===== src/rtl/btb_pkg.sv =====
// Shared types and sizing helpers for the branch target buffer.
// Default sizes match the core's 32-bit PC and 16-entry table.
package btb_pkg;

    localparam int DEF_ADDR_W  = 32;
    localparam int DEF_ENTRIES = 16;
    localparam int DEF_CTR_W   = 2;

    function automatic int idx_w_of(input int entries);
        return $clog2(entries);
    endfunction

    function automatic int tag_w_of(input int addr_w, input int entries);
        return addr_w - $clog2(entries) - 2;
    endfunction

    localparam int DEF_IDX_W = idx_w_of(DEF_ENTRIES);
    localparam int DEF_TAG_W = tag_w_of(DEF_ADDR_W, DEF_ENTRIES);

    typedef enum logic [1:0] {
        SNT = 2'd0,
        WNT = 2'd1,
        WT  = 2'd2,
        ST  = 2'd3
    } ctr_t;

    typedef struct packed {
        logic                  valid;
        logic [DEF_TAG_W-1:0]  tag;
        logic [DEF_ADDR_W-1:0] target;
        ctr_t                  ctr;
    } btb_entry_t;

endpackage


===== src/rtl/btb_if.sv =====
// Fetch lookup, execute update, flush and statistics signals of the BTB.
interface btb_if #(parameter int ADDR_W = 32);

    logic [ADDR_W-1:0] if_pc;
    logic              if_hit;
    logic              if_pred_taken;
    logic [ADDR_W-1:0] if_next_pc;
    logic              upd_valid;
    logic [ADDR_W-1:0] upd_pc;
    logic              upd_taken;
    logic [ADDR_W-1:0] upd_target;
    logic              upd_mispred;
    logic              flush;
    logic [31:0]       stat_lookups;
    logic [31:0]       stat_hits;
    logic [31:0]       stat_mispred;

    modport master (
        output if_pc, upd_valid, upd_pc, upd_taken, upd_target, upd_mispred, flush,
        input  if_hit, if_pred_taken, if_next_pc, stat_lookups, stat_hits, stat_mispred
    );

    modport slave (
        input  if_pc, upd_valid, upd_pc, upd_taken, upd_target, upd_mispred, flush,
        output if_hit, if_pred_taken, if_next_pc, stat_lookups, stat_hits, stat_mispred
    );

endinterface


===== src/rtl/btb_sat_counter.sv =====
// Next-state logic of one CTR_W-bit saturating up/down direction counter.
module btb_sat_counter #(
    parameter int CTR_W = 2
) (
    input  logic [CTR_W-1:0] ctr,
    input  logic             taken,
    output logic [CTR_W-1:0] ctr_next
);

    localparam logic [CTR_W-1:0] CTR_ONE  = CTR_W'(1'b1);
    localparam logic [CTR_W-1:0] CTR_ZERO = CTR_W'(1'b0);

    // Step towards the resolved direction, holding at either end.
    always_comb begin
        ctr_next = ctr;
        if (taken) begin
            if (&ctr) begin
                ctr_next = ctr;
            end else begin
                ctr_next = ctr + CTR_ONE;
            end
        end else begin
            if (ctr == CTR_ZERO) begin
                ctr_next = ctr;
            end else begin
                ctr_next = ctr - CTR_ONE;
            end
        end
    end

endmodule


===== src/rtl/btb_predictor.sv =====
// Direct-mapped branch target buffer: combinational fetch lookup, registered EX update.
// Optional statistics counters are built when BTB_STATS_EN is defined.
module btb_predictor
    import btb_pkg::*;
#(
    parameter int ADDR_W  = DEF_ADDR_W,
    parameter int ENTRIES = DEF_ENTRIES,
    parameter int CTR_W   = DEF_CTR_W
) (
    input  logic  clock,
    input  logic  reset,
    btb_if.slave  bus
);

    localparam int IDX_W = idx_w_of(ENTRIES);
    localparam int TAG_W = tag_w_of(ADDR_W, ENTRIES);
    localparam logic [CTR_W-1:0] CTR_WT  = CTR_W'(1'b1) << (CTR_W - 1);
    localparam logic [CTR_W-1:0] CTR_WNT = CTR_WT - CTR_W'(1'b1);

    typedef struct packed {
        logic              valid;
        logic [TAG_W-1:0]  tag;
        logic [ADDR_W-1:0] target;
        logic [CTR_W-1:0]  ctr;
    } entry_t;

    localparam entry_t RESET_ENTRY = '{
        valid:  1'b0,
        tag:    {TAG_W{1'b0}},
        target: {ADDR_W{1'b0}},
        ctr:    CTR_WNT
    };

    entry_t            table_r [ENTRIES];
    logic [CTR_W-1:0]  ctr_next_s [ENTRIES];
    logic [IDX_W-1:0]  idx_f_s;
    logic [TAG_W-1:0]  tag_f_s;
    entry_t            entry_f_s;
    logic              hit_f_s;
    logic [IDX_W-1:0]  idx_u_s;
    logic [TAG_W-1:0]  tag_u_s;
    entry_t            entry_u_s;
    logic              hit_u_s;
    logic              unused_s;

    for (genvar g = 0; g < ENTRIES; g++) begin : g_ctr
        btb_sat_counter #(.CTR_W(CTR_W)) u_ctr (
            .ctr      (table_r[g].ctr),
            .taken    (bus.upd_taken),
            .ctr_next (ctr_next_s[g])
        );
    end

    // Fetch lookup; no bypass from a same-cycle update, and masked while in reset.
    always_comb begin
        idx_f_s   = bus.if_pc[IDX_W+1:2];
        tag_f_s   = bus.if_pc[ADDR_W-1:IDX_W+2];
        entry_f_s = table_r[idx_f_s];
        hit_f_s   = ~reset & entry_f_s.valid & (entry_f_s.tag == tag_f_s);
        bus.if_hit        = hit_f_s;
        bus.if_pred_taken = hit_f_s & entry_f_s.ctr[CTR_W-1];
        if (bus.if_pred_taken) begin
            bus.if_next_pc = entry_f_s.target;
        end else begin
            bus.if_next_pc = bus.if_pc + ADDR_W'(3'd4);
        end
    end

    // Tag match for the resolved branch in EX.
    always_comb begin
        idx_u_s   = bus.upd_pc[IDX_W+1:2];
        tag_u_s   = bus.upd_pc[ADDR_W-1:IDX_W+2];
        entry_u_s = table_r[idx_u_s];
        hit_u_s   = entry_u_s.valid & (entry_u_s.tag == tag_u_s);
    end

    // Table state: reset beats flush, flush beats update.
    always_ff @(posedge clock) begin
        for (int i = 0; i < ENTRIES; i++) begin
            if (reset) begin
                table_r[i] <= RESET_ENTRY;
            end else if (bus.flush) begin
                table_r[i].valid <= 1'b0;
            end else if (bus.upd_valid && (idx_u_s == IDX_W'(i))) begin
                if (hit_u_s) begin
                    table_r[i].ctr <= ctr_next_s[i];
                    if (bus.upd_taken) begin
                        table_r[i].target <= bus.upd_target;
                    end
                end else if (bus.upd_taken) begin
                    table_r[i].valid  <= 1'b1;
                    table_r[i].tag    <= tag_u_s;
                    table_r[i].target <= bus.upd_target;
                    table_r[i].ctr    <= CTR_WT;
                end
            end
        end
    end

`ifdef BTB_STATS_EN
    logic [31:0] lookups_r;
    logic [31:0] hits_r;
    logic [31:0] mispred_r;

    // Wrapping statistics, cleared by reset and by flush.
    always_ff @(posedge clock) begin
        if (reset || bus.flush) begin
            lookups_r <= 32'd0;
            hits_r    <= 32'd0;
            mispred_r <= 32'd0;
        end else begin
            lookups_r <= lookups_r + 32'd1;
            hits_r    <= hits_r + {31'd0, bus.if_hit};
            mispred_r <= mispred_r + {31'd0, bus.upd_valid & bus.upd_mispred};
        end
    end

    assign bus.stat_lookups = lookups_r;
    assign bus.stat_hits    = hits_r;
    assign bus.stat_mispred = mispred_r;
    assign unused_s         = ^bus.upd_pc[1:0];
`else
    assign bus.stat_lookups = 32'd0;
    assign bus.stat_hits    = 32'd0;
    assign bus.stat_mispred = 32'd0;
    assign unused_s         = ^{bus.upd_pc[1:0], bus.upd_mispred};
`endif

endmodule


===== src/flat_wrapper.sv =====
// flat-port wrapper written by rule: the top's interface ports become plain ports
module btb_predictor_flat import btb_pkg::*;
#(
    parameter int ADDR_W  = DEF_ADDR_W,
    parameter int ENTRIES = DEF_ENTRIES,
    parameter int CTR_W   = DEF_CTR_W
)
  (clock, reset, bus_if_pc, bus_upd_valid, bus_upd_pc, bus_upd_taken, bus_upd_target, bus_upd_mispred, bus_flush, bus_if_hit, bus_if_pred_taken, bus_if_next_pc, bus_stat_lookups, bus_stat_hits, bus_stat_mispred);
  btb_if #(.ADDR_W(ADDR_W)) bus_i ();
  input  logic clock;
  input  logic reset;
  input wire logic [$bits(bus_i.if_pc)-1:0] bus_if_pc;
  input wire logic [$bits(bus_i.upd_valid)-1:0] bus_upd_valid;
  input wire logic [$bits(bus_i.upd_pc)-1:0] bus_upd_pc;
  input wire logic [$bits(bus_i.upd_taken)-1:0] bus_upd_taken;
  input wire logic [$bits(bus_i.upd_target)-1:0] bus_upd_target;
  input wire logic [$bits(bus_i.upd_mispred)-1:0] bus_upd_mispred;
  input wire logic [$bits(bus_i.flush)-1:0] bus_flush;
  output wire logic [$bits(bus_i.if_hit)-1:0] bus_if_hit;
  output wire logic [$bits(bus_i.if_pred_taken)-1:0] bus_if_pred_taken;
  output wire logic [$bits(bus_i.if_next_pc)-1:0] bus_if_next_pc;
  output wire logic [$bits(bus_i.stat_lookups)-1:0] bus_stat_lookups;
  output wire logic [$bits(bus_i.stat_hits)-1:0] bus_stat_hits;
  output wire logic [$bits(bus_i.stat_mispred)-1:0] bus_stat_mispred;
  assign bus_i.if_pc = bus_if_pc;
  assign bus_i.upd_valid = bus_upd_valid;
  assign bus_i.upd_pc = bus_upd_pc;
  assign bus_i.upd_taken = bus_upd_taken;
  assign bus_i.upd_target = bus_upd_target;
  assign bus_i.upd_mispred = bus_upd_mispred;
  assign bus_i.flush = bus_flush;
  assign bus_if_hit = bus_i.if_hit;
  assign bus_if_pred_taken = bus_i.if_pred_taken;
  assign bus_if_next_pc = bus_i.if_next_pc;
  assign bus_stat_lookups = bus_i.stat_lookups;
  assign bus_stat_hits = bus_i.stat_hits;
  assign bus_stat_mispred = bus_i.stat_mispred;
  btb_predictor #(.ADDR_W(ADDR_W), .ENTRIES(ENTRIES), .CTR_W(CTR_W)) u_core (.clock(clock), .reset(reset), .bus(bus_i));
endmodule

===== config.mk =====
export PLATFORM = sky130hd
export DESIGN_NAME = btb_predictor_flat
export DESIGN_NICKNAME = d
export VERILOG_FILES = /design/src/rtl/btb_pkg.sv /design/src/rtl/btb_if.sv /design/src/rtl/btb_sat_counter.sv /design/src/rtl/btb_predictor.sv /design/src/flat_wrapper.sv
export SDC_FILE = /design/constraint.sdc
export NUM_CORES = 2
export LEC_CHECK = 0
export ABC_AREA = 1
export CORE_MARGIN = 10
export CORE_UTILIZATION = 61
export DETAILED_ROUTE_END_ITERATION = 8
export GPL_ROUTABILITY_DRIVEN = 0
export MAX_ROUTING_LAYER = met4
export PLACE_DENSITY_LB_ADDON = 0.1
export REMOVE_ABC_BUFFERS = 1
export SLEW_MARGIN = 20
export SYNTH_ARGS = -nofsm -noshare
export SYNTH_HDL_FRONTEND = slang
export SYNTH_SLANG_ARGS = --single-unit

===== constraint.sdc =====
create_clock -name clock -period 6.95 [get_ports clock]
set_input_delay 1.7375 -clock clock [delete_from_list [all_inputs] [get_ports clock]]
set_output_delay 1.7375 -clock clock [all_outputs]
set_load 0.01 [all_outputs]

==> impl_results.md <==
- Largest register by flop count: u_core.table_r
- Leading area contributor after synthesis: edfxtp_1
- Die Span X: just over 300 um
- EDFF count, synth: 976
- Initial DRC Count: a little under 7000
- Maximum number of pins on one net before global-route repair: approximately 200
- Total track usage: 36.3%
- Vias/cell: 6.20
- VDD IR max: 0.000221 V
- CTS Sinks: 976
- Startpoint types: input pin
- Worst Hold Depth: 3
- Overall power: 14000 uW
- Port buffer count: 132
- CTS buffer count: 103
- CORE AREA: 0.0840 mm2
- Synth top cells by count: nor2_1, nand2_1, edfxtp_1
- Final wirelength: 178000 um
- I/O pins: approximately 230
- Placed Cells: 7109
- Worst Path Max Fanout: 3
- Post-synthesis cell count: 6103
- Avg Inst Size Synth: about 8.5 um2
- Vias in the first global route: ~43000
- Max clock buf depth: 3
- Synth Flop Type: edfxtp_1
- LEAKAGE: ~0.024 uW
- Total power per unit cell area: 243 mW/mm2
- Worst Hold End: u_core.table_r[12][0]
- Max stage delay cell, worst path: clkdlybuf4s50_1
- CP endpoint kind: output port
- R2r worst-path depth: 18
- Die Y-Extent: 312 um
- Max cap viols: 0
- Sequential fraction of the synthesis area: 56.5%
- Cell mode on critical path: nand2_1
- Share of cells above drive strength 1: between 6 and 7%
- Total grt overflow: 0
- Post-Synthesis Cell Area: 0.0519 mm2
- Pre-antenna DRT Iters: 9
- First-pass GRT wire length: between 200000 and 300000 um
- Worst-skew pair later-pin latency: 0.69 ns
- CP cell instances: clkdlybuf4s50_1, nand2_1, nor3_1, nand2_1, nor3_2, buf_4, nand2_1, nor2_1, nand4_1, nor2_1, xor2_2, nand2_1, o21ai_0, clkdlybuf4s50_1
- Async SR Flop Fraction: 0%
- Max incr delay on CP: roughly 0.65 ns
- Req. time, crit path: 5.21 ns
- Root buffer cell: clkbuf_16
- Die area: 0.0972 mm2
- WS Path Type: in -> out
- Worst-path clk slew: 0.06 ns
- Clock skew: approximately 0.033 ns
- Hold Worst Slack: 0.723 ns
- Crit Reg-Reg Startpoint: u_core.table_r[7][53]
- Final Setup Violations: 0
- Antenna violations before repair: 5
- DRT antenna net count: 0
- Period utilization: 98.9%
- Worst reg-to-reg setup slack: 3.54 ns
- Status: completed
- TritonCTS clock tree: done
- H-Tree Depth: 3
- Fin cells: 7303
- Hold Crit Start: u_core.table_r[12][0]
- Fmax: between 100 and 150 MHz
- Regs by FF count: u_core.table_r (976)
- Synth cell types: 37
- Max Slew Vio Count: 0
- Hold Fails Final Rpt: 0
- Via count: 45266
- Worst hold path type: reg -> reg
- Initial Util: 61.8%
- FF+latch count, synth: 976
- DRC: 0
- Fin nets: around 6000
- Area grow syn2layout: 10.8%
- Arr. time, crit path: 5.13 ns
- Post-DP HPWL: around 100000 um
- Filler cell count in the final layout: about 6700
- Most common cell in the netlist: nor2_1
- Top-area cell type share of the netlist area: 56.5%
- Period minus WS final: about 6.9 ns
- Rel. slew slack: between 20 and 25%
- Drt wl/cell: 24.4 um
- Largest cells by area after synthesis: edfxtp_1, nor2_1, nand2_1
- Max FFs per register: 976
- Slew @ Worst Pin: approximately 1.2 ns
- Num rows: 106
- Yosys warns: 0
- RR Endpoint: u_core.table_r[9][52]
-- metrics by stage --
step	setup WS (ns)	TNS [ns]	instance area, um2	utilization (%)
floorplan	-2.89	-91.89	49500	-
global placement	0.0884	0	54100	64.5
detailed placement	0.0908	0	54100	64.5
CTS	0.0756	0	57400	68.3
global route	-0.00804	-0.00804	57500	68.5
finish	0.0790	0	57500	68.5
-- layout make-up --
class | count | area, um2 | area share, %
antenna | 5 | 12.5 | 0.0218
timing repair buffer | 311 | 3080 | 5.36
inverter | 416 | 1590 | 2.76
sequential | 976 | 29300 | 51.0
tap | 1134 | 1420 | 2.47
clock inverter | 61 | 539 | 0.938
multi-input combinational | 4274 | 18800 | 32.8
clock buffer | 126 | 2710 | 4.71
-- layer usage --
metal  up-vias  track usage, %  part of all wire [%]
li1      20040               -                     -
met1     21141            44.4                    34
met2      3354            56.0                    46
met3       731            6.98                    13
met4         0            21.6                   6.8
met5         -               -                     0
-- critical path, delay by kind of cell --
family	cells	cell delay [ns]
buf+inv	3	1.42
compound gates	1	0.18
simple gates	9	1.49
xor+xnor	1	0.28
-- timing repair --
action,in CTS,in global routing
setup endpoints to repair,0,22
resized for setup,0,17
hold buffers,0,0
setup buffers,0,1
-- where the power goes --
group	leakage (uW)	switching (uW)	internal (uW)
Sequential	0.00931	109	6780
Combinational	0.0126	1230	473
Clock	0.00158	2360	3000
-- worst max path at each step --
stage	from	end	slack, ns
after floorplan	bus_if_pc[2]	bus_if_next_pc[0]	-2.89
after global routing	bus_if_pc[14]	bus_if_next_pc[26]	-0.008
final	bus_if_pc[8]	bus_if_next_pc[21]	0.08
after detailed placement	bus_if_pc[2]	bus_if_next_pc[10]	0.09
after global placement	bus_if_pc[2]	bus_if_next_pc[10]	0.09
after CTS	bus_if_pc[2]	bus_if_next_pc[10]	0.08
-- cell families (layout without fill, tap and decap cells) --
family	count (synthesis)	count (layout)	share of synthesized area [%]
DFF	976	976	56.5
adders and majority gates	1	1	0.0241
buffers and inverters	948	914	8.24
xor gates and xnor gates	49	49	0.827
and+or+nand+nor	3107	3107	23.3
AOI/OAI and AO/OA	1021	1021	11.1
other	1	101	0.00723
-- cells in the final DEF (no fill, tap or decap), types with 23 or more instances in the layout --
master | synthesis | layout
nand3_1 | 158 | 153
conb_1 | 1 | 96
nand4_1 | 56 | 56
edfxtp_1 | 976 | 976
o21ai_0 | 581 | 577
o22ai_1 | 85 | 85
clkinv_1 | 30 | 53
buf_12 | 0 | 30
xor2_1 | 35 | 34
o21ai_1 | 61 | 62
a21oi_1 | 115 | 115
o211ai_1 | 89 | 89
clkdlybuf4s50_1 | 0 | 122
nand2_1 | 1364 | 1334
nand2_2 | 3 | 33
nor2_1 | 1496 | 1494
o221ai_1 | 41 | 41
clkinv_2 | 2 | 23
inv_1 | 372 | 369
clkbuf_16 | 0 | 106
buf_4 | 118 | 148
(Power assumes the default switching activity.)
